$ cat src/rtl/dm_arbiter_if.sv
// rtl/dm_arbiter_if.sv - requester, memory and status signals of dm_arbiter (err exists only with DM_ARB_ERR_EN)
interface dm_arbiter_if #(
  parameter int ADDR_W = 32
);
  logic              cpu_req;
  logic              cpu_we;
  logic [ADDR_W-1:0] cpu_addr;
  logic [31:0]       cpu_wdata;
  logic [3:0]        cpu_be;
  logic [31:0]       cpu_rdata;
  logic              cpu_ready;

  logic              ext_req;
  logic              ext_we;
  logic [ADDR_W-1:0] ext_addr;
  logic [31:0]       ext_wdata;
  logic [3:0]        ext_be;
  logic [31:0]       ext_rdata;
  logic              ext_ready;

  logic              mem_en;
  logic              mem_we;
  logic [ADDR_W-1:0] mem_addr;
  logic [31:0]       mem_wdata;
  logic [3:0]        mem_be;
  logic [31:0]       mem_rdata;

`ifdef DM_ARB_ERR_EN
  logic              err;
`endif
  logic              busy;

  // Arbiter side
  modport slave (
    input  cpu_req, cpu_we, cpu_addr, cpu_wdata, cpu_be,
    output cpu_rdata, cpu_ready,
    input  ext_req, ext_we, ext_addr, ext_wdata, ext_be,
    output ext_rdata, ext_ready,
    output mem_en, mem_we, mem_addr, mem_wdata, mem_be,
    input  mem_rdata,
`ifdef DM_ARB_ERR_EN
    output err,
`endif
    output busy
  );

  // Environment side: both requesters plus the data memory
  modport master (
    output cpu_req, cpu_we, cpu_addr, cpu_wdata, cpu_be,
    input  cpu_rdata, cpu_ready,
    output ext_req, ext_we, ext_addr, ext_wdata, ext_be,
    input  ext_rdata, ext_ready,
    input  mem_en, mem_we, mem_addr, mem_wdata, mem_be,
    output mem_rdata,
`ifdef DM_ARB_ERR_EN
    input  err,
`endif
    input  busy
  );
endinterface

$ cat src/rtl/dm_arbiter.sv
// rtl/dm_arbiter.sv - CPU-priority data-memory arbiter with starvation guard (optional DM_ARB_ERR_EN: illegal byte-enable rejection)
module dm_arbiter #(
  parameter int STARVE_LIMIT = 3,
  parameter int ADDR_W       = 32
) (
  input  logic        clk,
  input  logic        reset,
  dm_arbiter_if.slave bus
);
  typedef enum logic [1:0] {IDLE = 2'd0, ACCESS = 2'd1, RESP = 2'd2} state_t;

  localparam logic [3:0] LIMIT = 4'(STARVE_LIMIT);

  state_t            state, state_nxt;
  logic [3:0]        starve_cnt;
  logic              cmd_ext;
  logic              cmd_we;
  logic [ADDR_W-1:0] cmd_addr;
  logic [31:0]       cmd_wdata;
  logic [3:0]        cmd_be;
  logic [31:0]       cpu_rdata_q;
  logic [31:0]       ext_rdata_q;
  logic              any_req;
  logic              grant_ext;
  logic              be_ok;
  logic              access_en;
  logic              resp_cyc;

  // CPU wins unless only ext asks or ext has lost STARVE_LIMIT times in a row
  always_comb begin
    any_req   = bus.cpu_req | bus.ext_req;
    grant_ext = bus.ext_req & (~bus.cpu_req | (starve_cnt == LIMIT));
  end

`ifdef DM_ARB_ERR_EN
  // Only naturally aligned byte, half and word enables reach memory
  always_comb begin
    case (cmd_be)
      4'b0001, 4'b0010, 4'b0100, 4'b1000,
      4'b0011, 4'b1100, 4'b1111: be_ok = 1'b1;
      default:                   be_ok = 1'b0;
    endcase
  end
`else
  assign be_ok = 1'b1;
`endif

  // State register
  always_ff @(posedge clk) begin
    if (reset) state <= IDLE;
    else       state <= state_nxt;
  end

  // Next state and per-phase strobes
  always_comb begin
    state_nxt = state;
    access_en = 1'b0;
    resp_cyc  = 1'b0;
    case (state)
      IDLE:    if (any_req) state_nxt = ACCESS;
      ACCESS:  begin
        access_en = be_ok;
        state_nxt = RESP;
      end
      RESP:    begin
        resp_cyc  = 1'b1;
        state_nxt = IDLE;
      end
      default: state_nxt = IDLE;
    endcase
  end

  // Command capture and starvation count, sampled only when arbitrating in IDLE
  always_ff @(posedge clk) begin
    if (reset) begin
      cmd_ext    <= 1'b0;
      cmd_we     <= 1'b0;
      cmd_addr   <= '0;
      cmd_wdata  <= '0;
      cmd_be     <= '0;
      starve_cnt <= '0;
    end else if (state == IDLE && any_req) begin
      cmd_ext   <= grant_ext;
      cmd_we    <= grant_ext ? bus.ext_we    : bus.cpu_we;
      cmd_addr  <= grant_ext ? bus.ext_addr  : bus.cpu_addr;
      cmd_wdata <= grant_ext ? bus.ext_wdata : bus.cpu_wdata;
      cmd_be    <= grant_ext ? bus.ext_be    : bus.cpu_be;
      if (grant_ext)
        starve_cnt <= '0;
      else if (bus.ext_req && starve_cnt < LIMIT)
        starve_cnt <= starve_cnt + 4'd1;
    end
  end

  // Read data lands in the winner's register at the edge closing ACCESS
  always_ff @(posedge clk) begin
    if (reset) begin
      cpu_rdata_q <= '0;
      ext_rdata_q <= '0;
    end else if (access_en && !cmd_we) begin
      if (cmd_ext) ext_rdata_q <= bus.mem_rdata;
      else         cpu_rdata_q <= bus.mem_rdata;
    end
  end

  // mem_en is gated by reset so a reset landing mid-ACCESS commits nothing
  assign bus.mem_en    = access_en & ~reset;
  assign bus.mem_we    = access_en & ~reset & cmd_we;
  assign bus.mem_addr  = cmd_addr;
  assign bus.mem_wdata = cmd_wdata;
  assign bus.mem_be    = cmd_be;

  assign bus.cpu_rdata = cpu_rdata_q;
  assign bus.ext_rdata = ext_rdata_q;
  assign bus.cpu_ready = resp_cyc & ~cmd_ext & ~reset;
  assign bus.ext_ready = resp_cyc &  cmd_ext & ~reset;
  assign bus.busy      = (state != IDLE);

`ifdef DM_ARB_ERR_EN
  assign bus.err = resp_cyc & ~be_ok & ~reset;
`endif
endmodule

$ cat src/flat_wrapper.sv
// flat-port wrapper written by rule: the top's interface ports become plain ports
module dm_arbiter_flat 
#(
  parameter int STARVE_LIMIT = 3,
  parameter int ADDR_W       = 32
)
  (clk, reset, bus_cpu_req, bus_cpu_we, bus_cpu_addr, bus_cpu_wdata, bus_cpu_be, bus_cpu_rdata, bus_cpu_ready, bus_ext_req, bus_ext_we, bus_ext_addr, bus_ext_wdata, bus_ext_be, bus_ext_rdata, bus_ext_ready, bus_mem_en, bus_mem_we, bus_mem_addr, bus_mem_wdata, bus_mem_be, bus_mem_rdata, bus_busy);
  dm_arbiter_if #(.ADDR_W(ADDR_W)) bus_i ();
  input  logic clk;
  input  logic reset;
  input wire logic [$bits(bus_i.cpu_req)-1:0] bus_cpu_req;
  input wire logic [$bits(bus_i.cpu_we)-1:0] bus_cpu_we;
  input wire logic [$bits(bus_i.cpu_addr)-1:0] bus_cpu_addr;
  input wire logic [$bits(bus_i.cpu_wdata)-1:0] bus_cpu_wdata;
  input wire logic [$bits(bus_i.cpu_be)-1:0] bus_cpu_be;
  output wire logic [$bits(bus_i.cpu_rdata)-1:0] bus_cpu_rdata;
  output wire logic [$bits(bus_i.cpu_ready)-1:0] bus_cpu_ready;
  input wire logic [$bits(bus_i.ext_req)-1:0] bus_ext_req;
  input wire logic [$bits(bus_i.ext_we)-1:0] bus_ext_we;
  input wire logic [$bits(bus_i.ext_addr)-1:0] bus_ext_addr;
  input wire logic [$bits(bus_i.ext_wdata)-1:0] bus_ext_wdata;
  input wire logic [$bits(bus_i.ext_be)-1:0] bus_ext_be;
  output wire logic [$bits(bus_i.ext_rdata)-1:0] bus_ext_rdata;
  output wire logic [$bits(bus_i.ext_ready)-1:0] bus_ext_ready;
  output wire logic [$bits(bus_i.mem_en)-1:0] bus_mem_en;
  output wire logic [$bits(bus_i.mem_we)-1:0] bus_mem_we;
  output wire logic [$bits(bus_i.mem_addr)-1:0] bus_mem_addr;
  output wire logic [$bits(bus_i.mem_wdata)-1:0] bus_mem_wdata;
  output wire logic [$bits(bus_i.mem_be)-1:0] bus_mem_be;
  input wire logic [$bits(bus_i.mem_rdata)-1:0] bus_mem_rdata;
  output wire logic [$bits(bus_i.busy)-1:0] bus_busy;
  assign bus_i.cpu_req = bus_cpu_req;
  assign bus_i.cpu_we = bus_cpu_we;
  assign bus_i.cpu_addr = bus_cpu_addr;
  assign bus_i.cpu_wdata = bus_cpu_wdata;
  assign bus_i.cpu_be = bus_cpu_be;
  assign bus_cpu_rdata = bus_i.cpu_rdata;
  assign bus_cpu_ready = bus_i.cpu_ready;
  assign bus_i.ext_req = bus_ext_req;
  assign bus_i.ext_we = bus_ext_we;
  assign bus_i.ext_addr = bus_ext_addr;
  assign bus_i.ext_wdata = bus_ext_wdata;
  assign bus_i.ext_be = bus_ext_be;
  assign bus_ext_rdata = bus_i.ext_rdata;
  assign bus_ext_ready = bus_i.ext_ready;
  assign bus_mem_en = bus_i.mem_en;
  assign bus_mem_we = bus_i.mem_we;
  assign bus_mem_addr = bus_i.mem_addr;
  assign bus_mem_wdata = bus_i.mem_wdata;
  assign bus_mem_be = bus_i.mem_be;
  assign bus_i.mem_rdata = bus_mem_rdata;
  assign bus_busy = bus_i.busy;
  dm_arbiter #(.STARVE_LIMIT(STARVE_LIMIT), .ADDR_W(ADDR_W)) u_core (.clk(clk), .reset(reset), .bus(bus_i));
endmodule
$ cat config.mk
export PLATFORM = sky130hd
export DESIGN_NAME = dm_arbiter_flat
export DESIGN_NICKNAME = d
export VERILOG_FILES = /design/src/rtl/dm_arbiter_if.sv /design/src/rtl/dm_arbiter.sv /design/src/flat_wrapper.sv
export SDC_FILE = /design/constraint.sdc
export NUM_CORES = 1
export LEC_CHECK = 0
export CAP_MARGIN = 20
export CELL_PAD_IN_SITES_DETAIL_PLACEMENT = 0
export CELL_PAD_IN_SITES_GLOBAL_PLACEMENT = 2
export CORE_ASPECT_RATIO = 1.5
export CORE_MARGIN = 5
export CORE_UTILIZATION = 23
export CTS_BUF_LIST = sky130_fd_sc_hd__clkbuf_4 sky130_fd_sc_hd__clkbuf_8 sky130_fd_sc_hd__clkbuf_16
export DETAILED_ROUTE_END_ITERATION = 10
export GPL_ROUTABILITY_DRIVEN = 0
export PLACE_DENSITY_LB_ADDON = 0.1
export SYNTH_ARGS = -nofsm -noshare
export SYNTH_HDL_FRONTEND = slang
export SYNTH_SLANG_ARGS = --single-unit
$ cat constraint.sdc
create_clock -name clk -period 2.2 [get_ports clk]
set_input_delay 0.55 -clock clk [delete_from_list [all_inputs] [get_ports clk]]
set_output_delay 0.55 -clock clk [all_outputs]
set_load 0.01 [all_outputs]
### Word level (Yosys, flattened, before mapping)

Cells that the tools add are included.

* register bits: 140
* ROM bits: 0
* output and inout port bits: 137
* input port bits: 174
* bits in writable memories: 0
* bits in latches: 0
* memories: 0
* word-level logic and storage cells: 47

* muxes and demuxes: 10
* add/sub/neg operators: 1
* divide/modulo/power cells: 0
* bitwise logic cells: 12
* shifts and indexed selects: 0
* multiply operators: 0
* eq/ne operators: 4
* magnitude comparators: 1
* reductions and logical operators: 10

Operator list (number)
* 32-bit two-way mux: 2
* 4-bit two-way mux: 3
* 1-bit bitwise AND: 7
* 2-bit AND reduction: 3
* 4-bit by 1-bit adder with 4-bit output, second input constant: 1
* 4-bit by 2-bit == test with 1-bit output, second input constant: 1
* 4-bit by 2-bit less-than comparator with 1-bit output, second input constant: 1
* 2-bit one-hot mux with 2 select lines: 1
* 2-bit nonzero test: 2
* 1-bit logical AND: 3
* 1-bit two-way mux: 3
* 1-bit NOT: 3
* 2-bit by 1-bit == test with 1-bit output, second input constant: 1
* 2-bit == test, second input constant: 1
* 2-bit zero test: 1
* 2-bit two-way mux: 1
* 2-bit by 1-bit != test with 1-bit output, second input constant: 1
* 1-bit OR: 2
* 1-bit zero test: 1

### Depth between registers and ports, before layout

Gate-level depths: netlist of the first run.

* depth after elaboration: 5
* gate-level depth with buffers: 7

### Least setup slack after synthesis of the first run

No wires, ideal clock.

* path kind: input to output
* start: input reset
* end: output bus_cpu_ready
* stages: 3
* arrival time: 1.433 ns
* path buffers: 2
* slack: 0.217 ns
* required time: 1.650 ns
* cell sequence: buf_2 buf_1 nor4b_1

* cells in the longest elaborated chain, start to end: 2

RTL lines
* from (decl): RTL line flat_wrapper.sv:10 `input logic reset;`
* 1-bit NOT: RTL line dm_arbiter.sv:115 `assign bus.cpu_ready = resp_cyc & ~cmd_ext & ~reset;`
* 1-bit bitwise AND: RTL line dm_arbiter.sv:115
* to (decl): RTL line flat_wrapper.sv:17 `output wire logic [$bits(bus_i.cpu_ready)-1:0] bus_cpu_ready;`

No other way between the ends.

### Worst setup path after layout of the first run

* start: register u_core.state[0]
* end: output bus_ext_ready

* cells in the longest elaborated chain, start to end: 4

RTL lines
* from (decl): RTL line dm_arbiter.sv:14 `state_t state, state_nxt;`
* from (signal assigned): RTL line dm_arbiter.sv:51 `else state <= state_nxt;`
* 2-bit == test: RTL line dm_arbiter.sv:59 `case (state)`
* 1-bit two-way mux: RTL line dm_arbiter.sv:59
* 1-bit bitwise AND (2 in a row): RTL line dm_arbiter.sv:116 `assign bus.ext_ready = resp_cyc & cmd_ext & ~reset;`
* to (decl): RTL line flat_wrapper.sv:24 `output wire logic [$bits(bus_i.ext_ready)-1:0] bus_ext_ready;`

No other way between the ends.

==> flow_results.org, run 1 <==
** Final layout
- Fin nets :: 1187
- Summing all flip-flop and latch instances after layout gives 2800 um2.
- Footprint of the multi-input gates :: 3400 um2
- Layout Cells excl Fill :: 1417
- Ratio of cells with drive above 1 in the final layout :: 0.148
- Fill cells in the final layout number between 2000 and 3000.
- The area growth from synthesis to layout is 61.8%.

** Floorplanning
- Row Count :: between 70 and 80
- Total die area :: around 33000 um2
- The die is approximately 220 um tall.
- Die Span X :: between 100 and 150 um
- Core area :: 28800 um2
- For this design the top-level I/O count stands at 311.
- For this configuration, the core starts out at a cell density of 0.234.

** Yosys
- Sorting the synthesized cells by area gives the leading types as sky130_fd_sc_hd__dfxtp_1 (42%), sky130_fd_sc_hd__a311oi_2 (15%), sky130_fd_sc_hd__a21oi_1 (10%).
- Number of enable-type register cells in the synthesized netlist :: 0
- Synth top area share :: 0.416
- Among all flip-flop cells after synthesis, the most frequent one is sky130_fd_sc_hd__dfxtp_1.
- For this run, the number of Yosys warnings is 0.
- After synthesis, the most frequently instantiated cells are sky130_fd_sc_hd__dfxtp_1 (140), sky130_fd_sc_hd__a21oi_1 (136), sky130_fd_sc_hd__nand2_1 (129).
- Synth Net Count :: around 920
- Cell area after synthesis :: 6740 um2
- The synthesized design spends more area on one cell type than any other, namely sky130_fd_sc_hd__dfxtp_1.
- Distinct cell type count after synthesis :: 44
- Most common cell in the synthesized netlist :: sky130_fd_sc_hd__dfxtp_1
- Of the synthesized area, sequential elements account for 0.416.
- The synthesized design contains 140 register bits.
- A synthesized cell averages 9.08 um2.
- Async SR Flop Fraction :: 0
- Synthesis produced ~740 cells.

** Timing
- In this run the tightest slew margin relative to its limit is 0.362.
- At the pin with the least slew margin, the transition time is approximately 0.96 ns.
- Across all setup checks in the final design, the least slack found is roughly 0.10 ns.
- RSZ-0062 raised after global routing :: no
- In the finished design, the share of the clock period the worst path needs comes to 0.955.
- Total of endpoints with negative setup slack in the final report :: 0
- The final-report max-slew violation count is 0.
- Maximum clock frequency :: around 480 MHz
- Time the final worst path needs with I/O delays and setup :: 2.10 ns
- On the final layout, the worst clock skew is around 0.0076 ns.
- The tightest hold path in the finished design has a slack of 0.451 ns.
- Number of hold violations in the final report :: 0

** Clocking
- Number of buffers created by CTS :: 17
- After clock tree synthesis, the clock-pin slew on the worst setup and hold paths is ~0.060 ns.
- TritonCTS built the clock tree.
- Cell at the root of the clock tree :: sky130_fd_sc_hd__clkbuf_16
- H-tree depth reported by CTS :: 4
- Post-CTS timing repair inserted 0 buffers for setup.
- # clock sinks :: 140
- Buffers inserted to repair hold after CTS numbered 0.
- Clk_lat worst skew :: approximately 0.43 ns
- The clock passes through at most 2 buffers.

** Drt
- Detailed routing inserted a total of slightly below 7000 vias.
- The pre-antenna-repair detailed-routing pass consisted of 4 iterations.
- Total Wirelength :: 28900 um
- In the routed layout, each cell is associated on average with a via count of approximately 4.8.
- Residual DRC :: 0
- Remaining number of nets flagged by the antenna check after routing :: 0
- In the final routed layout, each cell accounts on average for 20.4 um.
- Number of design-rule violations left by the first detailed-router iteration :: 230

** Place
- Port Buffers :: 310
- At the placement stage, the worst setup path has a slack of -0.0238 ns.
- Post-DP HPWL :: 19000 um
- Once placement completed, the tool counted placed cells totaling approximately 1400.

** Global routing
- Total overflow reported by the global router :: 0
- The first global-routing pass estimated 42900 um of wire.
- The via count of the first global-routing pass came to 6937.
- Maximum number of pins on one net before global-route repair :: 72
- Across every metal layer, demand over resource in global routing totals 0.170.
- The number of antenna violations at the first check in global routing came to 3.

** Power
- Power spread over the standard cell area amounts to 750 nW/um2.
- Summed over all cells, the static leakage comes to 3.66 nW.
- Total power for the finished layout comes to a little over 0.008 W.
- Across the VDD grid, the largest voltage drop is 0.502 mV.

** Setup path
- Critical path fanouts, max :: 5
- Required time worst endpoint :: around 1.7 ns
- Type of element launching the critical path :: flip-flop
- Data arrival, critical path :: 1.55 ns
- Critical path endpoint category :: primary output
- Type of the setup path with the least slack :: flip-flop to primary output

** Flow run
- The tool flagged a number of max-cap violations equal to 0.

** Hold path
- Hold Crit Class :: flip-flop to flip-flop

** Outcome
- The run finished with clean final reports.
==> per-stage QoR <==
| step | cell area (um2) | utilization | TNS (ns) |
|---|---|---|---|
| finish | 10900 | 0.378 | 0 |
| global route | 10900 | 0.378 | 0 |
| CTS | 10900 | 0.378 | 0 |
| detailed placement | 10200 | 0.354 | -0.0771 |
| global placement | 10200 | 0.354 | -0.0148 |
| floorplan | 6740 | - | 0 |
==> state kept, by name, indices dropped and copies added, names as in the netlist <==
| name | flops |
|---|---|
| u_core.state | 2 |
| u_core.bus.mem_wdata | 32 |
| u_core.cmd_we | 1 |
| u_core.starve_cnt | 4 |
| u_core.cmd_ext | 1 |
| u_core.bus.mem_addr | 32 |
| u_core.bus.ext_rdata | 32 |
| u_core.bus.cpu_rdata | 32 |
| u_core.bus.mem_be | 4 |
==> critical path, cell delays in order (launching register included) <==
cell	delay, ns
sky130_fd_sc_hd__dfxtp_2	0.34
sky130_fd_sc_hd__buf_4	0.15
sky130_fd_sc_hd__nor4bb_1	0.31
sky130_fd_sc_hd__dlygate4sd1_1	0.33
==> power by group <==
part           switching [W]  internal [W]
clock network        0.00120       0.00236
logic               0.000849      0.000936
registers           0.000108       0.00273
total                0.00215       0.00603
==> kinds of logic (layout without fill, tap and decap cells) <==
| kind of cell | count (synthesis) | after routing | synth area share |
|---|---|---|---|
| AO/OA/AOI/OAI | 284 | 284 | 0.343 |
| AND/OR/NAND/NOR | 221 | 221 | 0.154 |
| flip-flops | 140 | 140 | 0.416 |
| buffers and inverters | 96 | 378 | 0.0852 |
| adder cells (fa/ha/maj) | 1 | 1 | 0.00186 |
| other | 0 | 3 | 0 |
==> repair_timing <==
action	CTS	global route
setup endpoints to repair	5	1
resized for setup	6	2
pin swaps	0	0
==> metal layers <==
layer  vias to the layer above  part of all wire  track usage
li1                       3296                 -            -
met3                        31             0.083       0.0615
met4                         0             0.021       0.0598
met5                         -                 0            0
met1                      3197              0.39        0.193
met2                       230              0.51        0.294
==> area by class of cell <==
class	count	share of cell area
clock buffer	17	0.0390
tap	390	0.0448
clock inverter	14	0.0266
multi-input combinational	506	0.312
inverter	3	0.00103
timing repair buffer	344	0.319
sequential	140	0.257
antenna	3	0.000688
==> final timing paths <==
| path | start | end | slack, ns | cells after the start |
|---|---|---|---|---|
| setup / recovery | u_core.state[0] | bus_ext_ready | 0.1 | 3 |
| setup reg to reg | u_core.state[1] | u_core.bus.mem_wdata[26] | 0.26 | 5 |
| hold / removal | u_core.bus.cpu_rdata[7] | u_core.bus.cpu_rdata[7] | 0.45 | 2 |
| hold reg to reg | u_core.bus.cpu_rdata[7] | u_core.bus.cpu_rdata[7] | 0.45 | 2 |
==> cells in the final DEF (no fill, tap or decap), types with 2 or more instances in the layout <==
cell	synthesis	final
sky130_fd_sc_hd__buf_12	0	10
sky130_fd_sc_hd__a31oi_1	2	2
sky130_fd_sc_hd__dlygate4sd2_1	0	4
sky130_fd_sc_hd__a21oi_1	136	136
sky130_fd_sc_hd__inv_2	2	2
sky130_fd_sc_hd__o2111ai_1	2	2
sky130_fd_sc_hd__diode_2	0	3
sky130_fd_sc_hd__clkinvlp_4	0	2
sky130_fd_sc_hd__nand2_1	129	129
sky130_fd_sc_hd__o211ai_2	2	2
sky130_fd_sc_hd__buf_4	6	24
sky130_fd_sc_hd__clkdlybuf4s50_1	0	303
sky130_fd_sc_hd__dfxtp_1	140	139
sky130_fd_sc_hd__o211ai_1	67	67
sky130_fd_sc_hd__bufinv_16	0	8
sky130_fd_sc_hd__clkbuf_16	0	17
sky130_fd_sc_hd__a311oi_2	68	68
sky130_fd_sc_hd__clkinv_4	0	2
sky130_fd_sc_hd__inv_6	0	2
sky130_fd_sc_hd__nor2_4	2	2
sky130_fd_sc_hd__nor3b_1	2	2
sky130_fd_sc_hd__nand3_1	69	69
sky130_fd_sc_hd__a211oi_1	2	2
sky130_fd_sc_hd__and2_1	2	2
(Power assumes the default switching activity.)
==> inputs of run 2 (changes only) <==
SKIP_LAST_GASP = 1   (was default)
==> results of run 2 <==
No change in the layout: final DEF, timing and power equal those of run 1.
==> inputs of run 3 (changes only) <==
HOLD_SLACK_MARGIN = 0.1   (was default)
==> results of run 3 <==
No change in the layout: final DEF, timing and power equal those of run 1.
